## src/rtl/stepper_seq_ctrl.sv

```systemverilog
// 4-coil stepper sequencer: full/half-step phase table driven at a programmable
// step period, with start/busy/done handshake, abort, coil hold and position retention.
module stepper_seq_ctrl #(
    parameter int STEP_W = 16,
    parameter int DIV_W  = 16
) (
    input  logic              clk,
    input  logic              rst_n,
    input  logic              start,
    input  logic              dir,
    input  logic              half_step,
    input  logic [STEP_W-1:0] steps,
    input  logic [DIV_W-1:0]  period,
    input  logic              abort,
    input  logic              hold,
    output logic [3:0]        coils,
    output logic              busy,
    output logic              done,
    output logic              aborted,
    output logic [STEP_W-1:0] step_pos
);

    typedef enum logic {IDLE, RUN} state_t;

    localparam logic [DIV_W-1:0]  DIV_ONE  = 1;
    localparam logic [STEP_W-1:0] STEP_ONE = 1;

    state_t            state_q;
    logic [2:0]        idx_q;
    logic [3:0]        coils_q;
    logic              busy_q;
    logic              done_q;
    logic              aborted_q;
    logic [STEP_W-1:0] step_pos_q;
    logic              dir_q;
    logic              half_q;
    logic [STEP_W-1:0] steps_q;
    logic [DIV_W-1:0]  period_q;
    logic [DIV_W-1:0]  presc_q;

    logic [2:0]        idx_base_d;
    logic [2:0]        idx_d;
    logic [STEP_W-1:0] step_pos_d;
    logic              tick_d;
    logic              last_d;

    function automatic logic [3:0] phase_pat(input logic [2:0] i);
        logic [3:0] p;
        case (i)
            3'd0:    p = 4'b0011;
            3'd1:    p = 4'b0010;
            3'd2:    p = 4'b0110;
            3'd3:    p = 4'b0100;
            3'd4:    p = 4'b1100;
            3'd5:    p = 4'b1000;
            3'd6:    p = 4'b1001;
            default: p = 4'b0001;
        endcase
        return p;
    endfunction

    // Full-step drops bit0 first so an odd phase lands back on the even grid.
    always_comb begin
        idx_base_d = half_q ? idx_q : {idx_q[2:1], 1'b0};
        if (dir_q) begin
            idx_d = idx_base_d + (half_q ? 3'd1 : 3'd2);
        end else begin
            idx_d = idx_base_d - (half_q ? 3'd1 : 3'd2);
        end
        step_pos_d = step_pos_q + STEP_ONE;
        tick_d     = (presc_q == (period_q - DIV_ONE));
        last_d     = (step_pos_d == steps_q);
    end

    always_ff @(posedge clk or negedge rst_n) begin
        if (!rst_n) begin
            state_q    <= IDLE;
            idx_q      <= 3'd0;
            coils_q    <= 4'b0000;
            busy_q     <= 1'b0;
            done_q     <= 1'b0;
            aborted_q  <= 1'b0;
            step_pos_q <= '0;
            dir_q      <= 1'b0;
            half_q     <= 1'b0;
            steps_q    <= '0;
            period_q   <= '0;
            presc_q    <= '0;
        end else begin
            done_q <= 1'b0;
            case (state_q)
                IDLE: begin
                    if (start) begin
                        dir_q      <= dir;
                        half_q     <= half_step;
                        steps_q    <= steps;
                        period_q   <= (period == '0) ? DIV_ONE : period;
                        step_pos_q <= '0;
                        aborted_q  <= 1'b0;
                        presc_q    <= '0;
                        coils_q    <= phase_pat(idx_q);
                        if (steps == '0) begin
                            done_q <= 1'b1;
                        end else begin
                            state_q <= RUN;
                            busy_q  <= 1'b1;
                        end
                    end else begin
                        coils_q <= hold ? phase_pat(idx_q) : 4'b0000;
                    end
                end
                RUN: begin
                    // Abort takes priority over a coinciding tick so step_pos freezes.
                    if (abort) begin
                        state_q   <= IDLE;
                        busy_q    <= 1'b0;
                        done_q    <= 1'b1;
                        aborted_q <= 1'b1;
                    end else if (tick_d) begin
                        presc_q    <= '0;
                        idx_q      <= idx_d;
                        coils_q    <= phase_pat(idx_d);
                        step_pos_q <= step_pos_d;
                        if (last_d) begin
                            state_q <= IDLE;
                            busy_q  <= 1'b0;
                            done_q  <= 1'b1;
                        end
                    end else begin
                        presc_q <= presc_q + DIV_ONE;
                    end
                end
                default: state_q <= IDLE;
            endcase
        end
    end

    assign coils    = coils_q;
    assign busy     = busy_q;
    assign done     = done_q;
    assign aborted  = aborted_q;
    assign step_pos = step_pos_q;

endmodule
```

## config.mk

```make
export PLATFORM = sky130hd
export DESIGN_NAME = stepper_seq_ctrl
export DESIGN_NICKNAME = d
export VERILOG_FILES = /design/src/rtl/stepper_seq_ctrl.sv
export SDC_FILE = /design/constraint.sdc
export NUM_CORES = 1
export LEC_CHECK = 0
export CAP_MARGIN = 10
export CORE_MARGIN = 5
export CORE_UTILIZATION = 60
export DETAILED_ROUTE_END_ITERATION = 6
export GPL_ROUTABILITY_DRIVEN = 0
export GPL_TIMING_DRIVEN = 1
export PLACE_DENSITY = 0.95
export SLEW_MARGIN = 20
export SYNTH_ARGS = -nofsm -noshare
export SYNTH_HDL_FRONTEND = slang
export SYNTH_SLANG_ARGS = --single-unit
export TNS_END_PERCENT = 100
```

## constraint.sdc

```tcl
create_clock -name clk -period 8.8 [get_ports clk]
set_input_delay 1.32 -clock clk [delete_from_list [all_inputs] [get_ports clk]]
set_output_delay 1.32 -clock clk [all_outputs]
set_load 0.02 [all_outputs]
```

==> summary.txt <==
Critical path
  • Crit end category: flop
  • Crit path max fanout: 18
  • Critical Path Start Type: flop
  • Worst R2R Path Depth: 10
  • CP Data Arrival Time: 3.97 ns
  • Crit. Startpoint: period_q[0]
  • Setup Crit Path Kind: reg2reg
  • Crit path required time: 9.00 ns
  • R2R Path End: presc_q[13]
  • R2R Setup Slk: 5.02 ns
  • Worst r2r src: period_q[0]
  • Crit path to: presc_q[13]

Global route
  • Largest net degree at the start of global routing: 78
  • Vias in the first global route: 4606
  • First-pass GRT wire length: 22600 um
  • Antenna violations before repair: 0
  • Global Route Usage Sum: 27.9%
  • Grt ovf: 0

Finish
  • Number of diodes: 0
  • Nets@finish: 666
  • Share of cells above drive strength 1: 6.85%
  • Post-Layout Cell Count: 730
  • Layout fillers: 521
  • Synth-to-Final Area Change: 18.1%
  • Final instance area: 0.00573 mm2

Min path
  • Worst hold path type: reg2reg
  • Hold Crit Depth: 1

Yosys
  • Syn Area/Cell: 8.35 um2
  • Mapped Cells: 581
  • EDFF count, synth: 0
  • Synth top area cells: dfrtp_1 40%, nand2_1 11%, xnor2_1 6.0%
  • Top-area cell type share of the netlist area: 39.7%
  • Top-count cell post-synth: nand2_1
  • Share of the yosys chip area belonging to registers: 39.7%
  • FF+latch count, synth: 77
  • Cell taking the most area after synthesis: dfrtp_1
  • Post-Syn Nets: 624
  • Yosys warnings: 0
  • Syn Std Cell Area: 0.00485 mm2
  • Synth cell types: 61
  • Synth Flop Type: dfrtp_1
  • Synth async-reset ratio: 100%
  • Top post-synthesis cells by count: 145 x nand2_1, 77 x dfrtp_1, 45 x nor2_1

Routing
  • Via count: 4750
  • Iter 0 DRT Violations: 778
  • DRT Wirelength: 13500 um
  • Per-cell routed wire length: 18.5 um
  • Final ANT Viol Nets: 0
  • DRC viols: 0
  • Vias per inst: 6.51
  • Drt pass-1 iters: 7

Clock network
  • Skew-Pair Late Insertion Delay: 0.36 ns
  • Post-CTS setup buffer count: 0
  • TritonCTS buffer count: 9
  • H-tree level count: 3
  • Clock sinks: 77
  • Clock tree buffer depth: 2
  • Hold buffer count at cts: 0
  • CTS tree: built
  • Root Driver: clkbuf_8
  • Clock Pin Slew Worst Setup and Hold Paths: 0.08 ns
  • Post_cts resized: 0

STA
  • Fmax: 0.265 GHz
  • Worst-margin pin slew: 0.947 ns
  • RSZ-0062 raised after global routing: false
  • Final Max Slew Viols: 0
  • Setup violations, final: 0
  • Max_slew headroom: 36.9%
  • TNS Setup: 0 ns
  • Crit path time final: 3.78 ns
  • Fin crit share: 42.9%
  • Final count of hold timing violations: 0
  • Setup Skew: 0.00875 ns

Placement
  • HPWL after DPL: 9170 um
  • Placed inst area: 0.00548 mm2
  • Placed cell count: 714
  • IO buf count: 61

Status
  • Status: finished, final reports clean

Floorplanning
  • Die area: 0.00998 mm2
  • Core Area: 0.00781 mm2
  • Die Ht: 99.9 um
  • Initial core utilization: 62.1%
  • Chip width: 99.9 um
  • Rows: 32
  • IO Count: 62

Power
  • Leakage power figure: 2.42 nW
  • Max rail drop VDD: 0.000140 V
  • Power Density: 222 mW/mm2
  • Final Power: 0.00127 W

Flow run
  • Max Cap Viol: 0
[metal layers]
| layer | up-vias | GRT usage (%) | part of all wire [%] |
|---|---|---|---|
| met4 | 0 | 11.0 | 3.9 |
| li1 | 2101 | - | - |
| met5 | - | 0 | 0 |
| met3 | 90 | 4.86 | 11 |
| met1 | 2206 | 38.0 | 39 |
| met2 | 353 | 44.5 | 46 |
[worst min path at each step]
stage	from	endpoint	slack (ns)
after floorplan	steps_q[11]	steps_q[11]	0.47
after global placement	coils[0]	coils[0]	0.48
after detailed placement	coils[1]	coils[1]	0.49
after CTS	coils[1]	coils[1]	0.51
after global routing	coils[0]	coils[0]	0.53
final	coils[1]	coils[1]	0.51
[through the flow]
stage	hold slack [ns]	setup WS (ns)	util, %
global route	0.529	4.70	73.3
CTS	0.515	5.16	73.3
floorplan	0.465	5.85	-
detailed placement	0.495	5.02	70.2
finish	0.511	5.02	73.3
global placement	0.478	5.13	70.2
[flip-flops by register name (all words and copies together) (netlist names), 3 cells and up]
signal / flops
step_pos: 16
presc_q: 16
period_q: 16
idx_q: 3
coils: 4
steps_q: 16
[critical path: stages (launching register included)]
cell	delay (ns)
dfrtp_1	0.47
inv_1	0.13
ha_1	0.23
nor3b_2	0.35
nand2_1	0.22
a211oi_2	0.26
a31oi_1	0.12
nor4_4	0.60
nand2_4	0.31
a21oi_1	0.77
nor2_1	0.15
[cells in the final DEF, fill, tap and decap left out, types with 7 or more instances in the layout]
cell type / instances
nand2_1: 145
dfrtp_1: 77
clkdlybuf4s50_1: 60
nor2_1: 45
xnor2_1: 33
xor2_1: 22
nand3_1: 21
o21ai_0: 18
nor4_1: 14
nand4_1: 14
nor3_1: 14
clkbuf_8: 12
a21oi_1: 11
inv_1: 10
nand2b_1: 9
mux2_2: 9
a31oi_1: 7
mux2i_1: 7
[cell families after synthesis]
family,Yosys count,share of synthesized area (%)
simple gates,311,31.3
flops,77,39.7
compound gates,74,10.8
xor+xnor,55,9.93
buf+inv,44,3.53
mux,16,3.53
fa+ha+maj,4,1.19
[where the power goes]
| part | switching (W) | internal, W |
|---|---|---|
| clock network | 0.000138 | 0.000185 |
| logic | 0.000232 | 0.000189 |
| registers | 0.000110 | 0.000416 |
| total | 0.000480 | 0.000790 |
[final cells by class]
| type | count | area, um2 | share of cell area, % |
|---|---|---|---|
| sequential | 77 | 1930 | 33.6 |
| inverter | 10 | 37.5 | 0.655 |
| multi-input combinational | 460 | 2750 | 48.1 |
| tap | 102 | 128 | 2.23 |
| clock inverter | 4 | 77.6 | 1.35 |
| clock buffer | 12 | 165 | 2.88 |
| timing repair buffer | 65 | 638 | 11.1 |
Note: power is estimated with default switching activity, not from simulation.
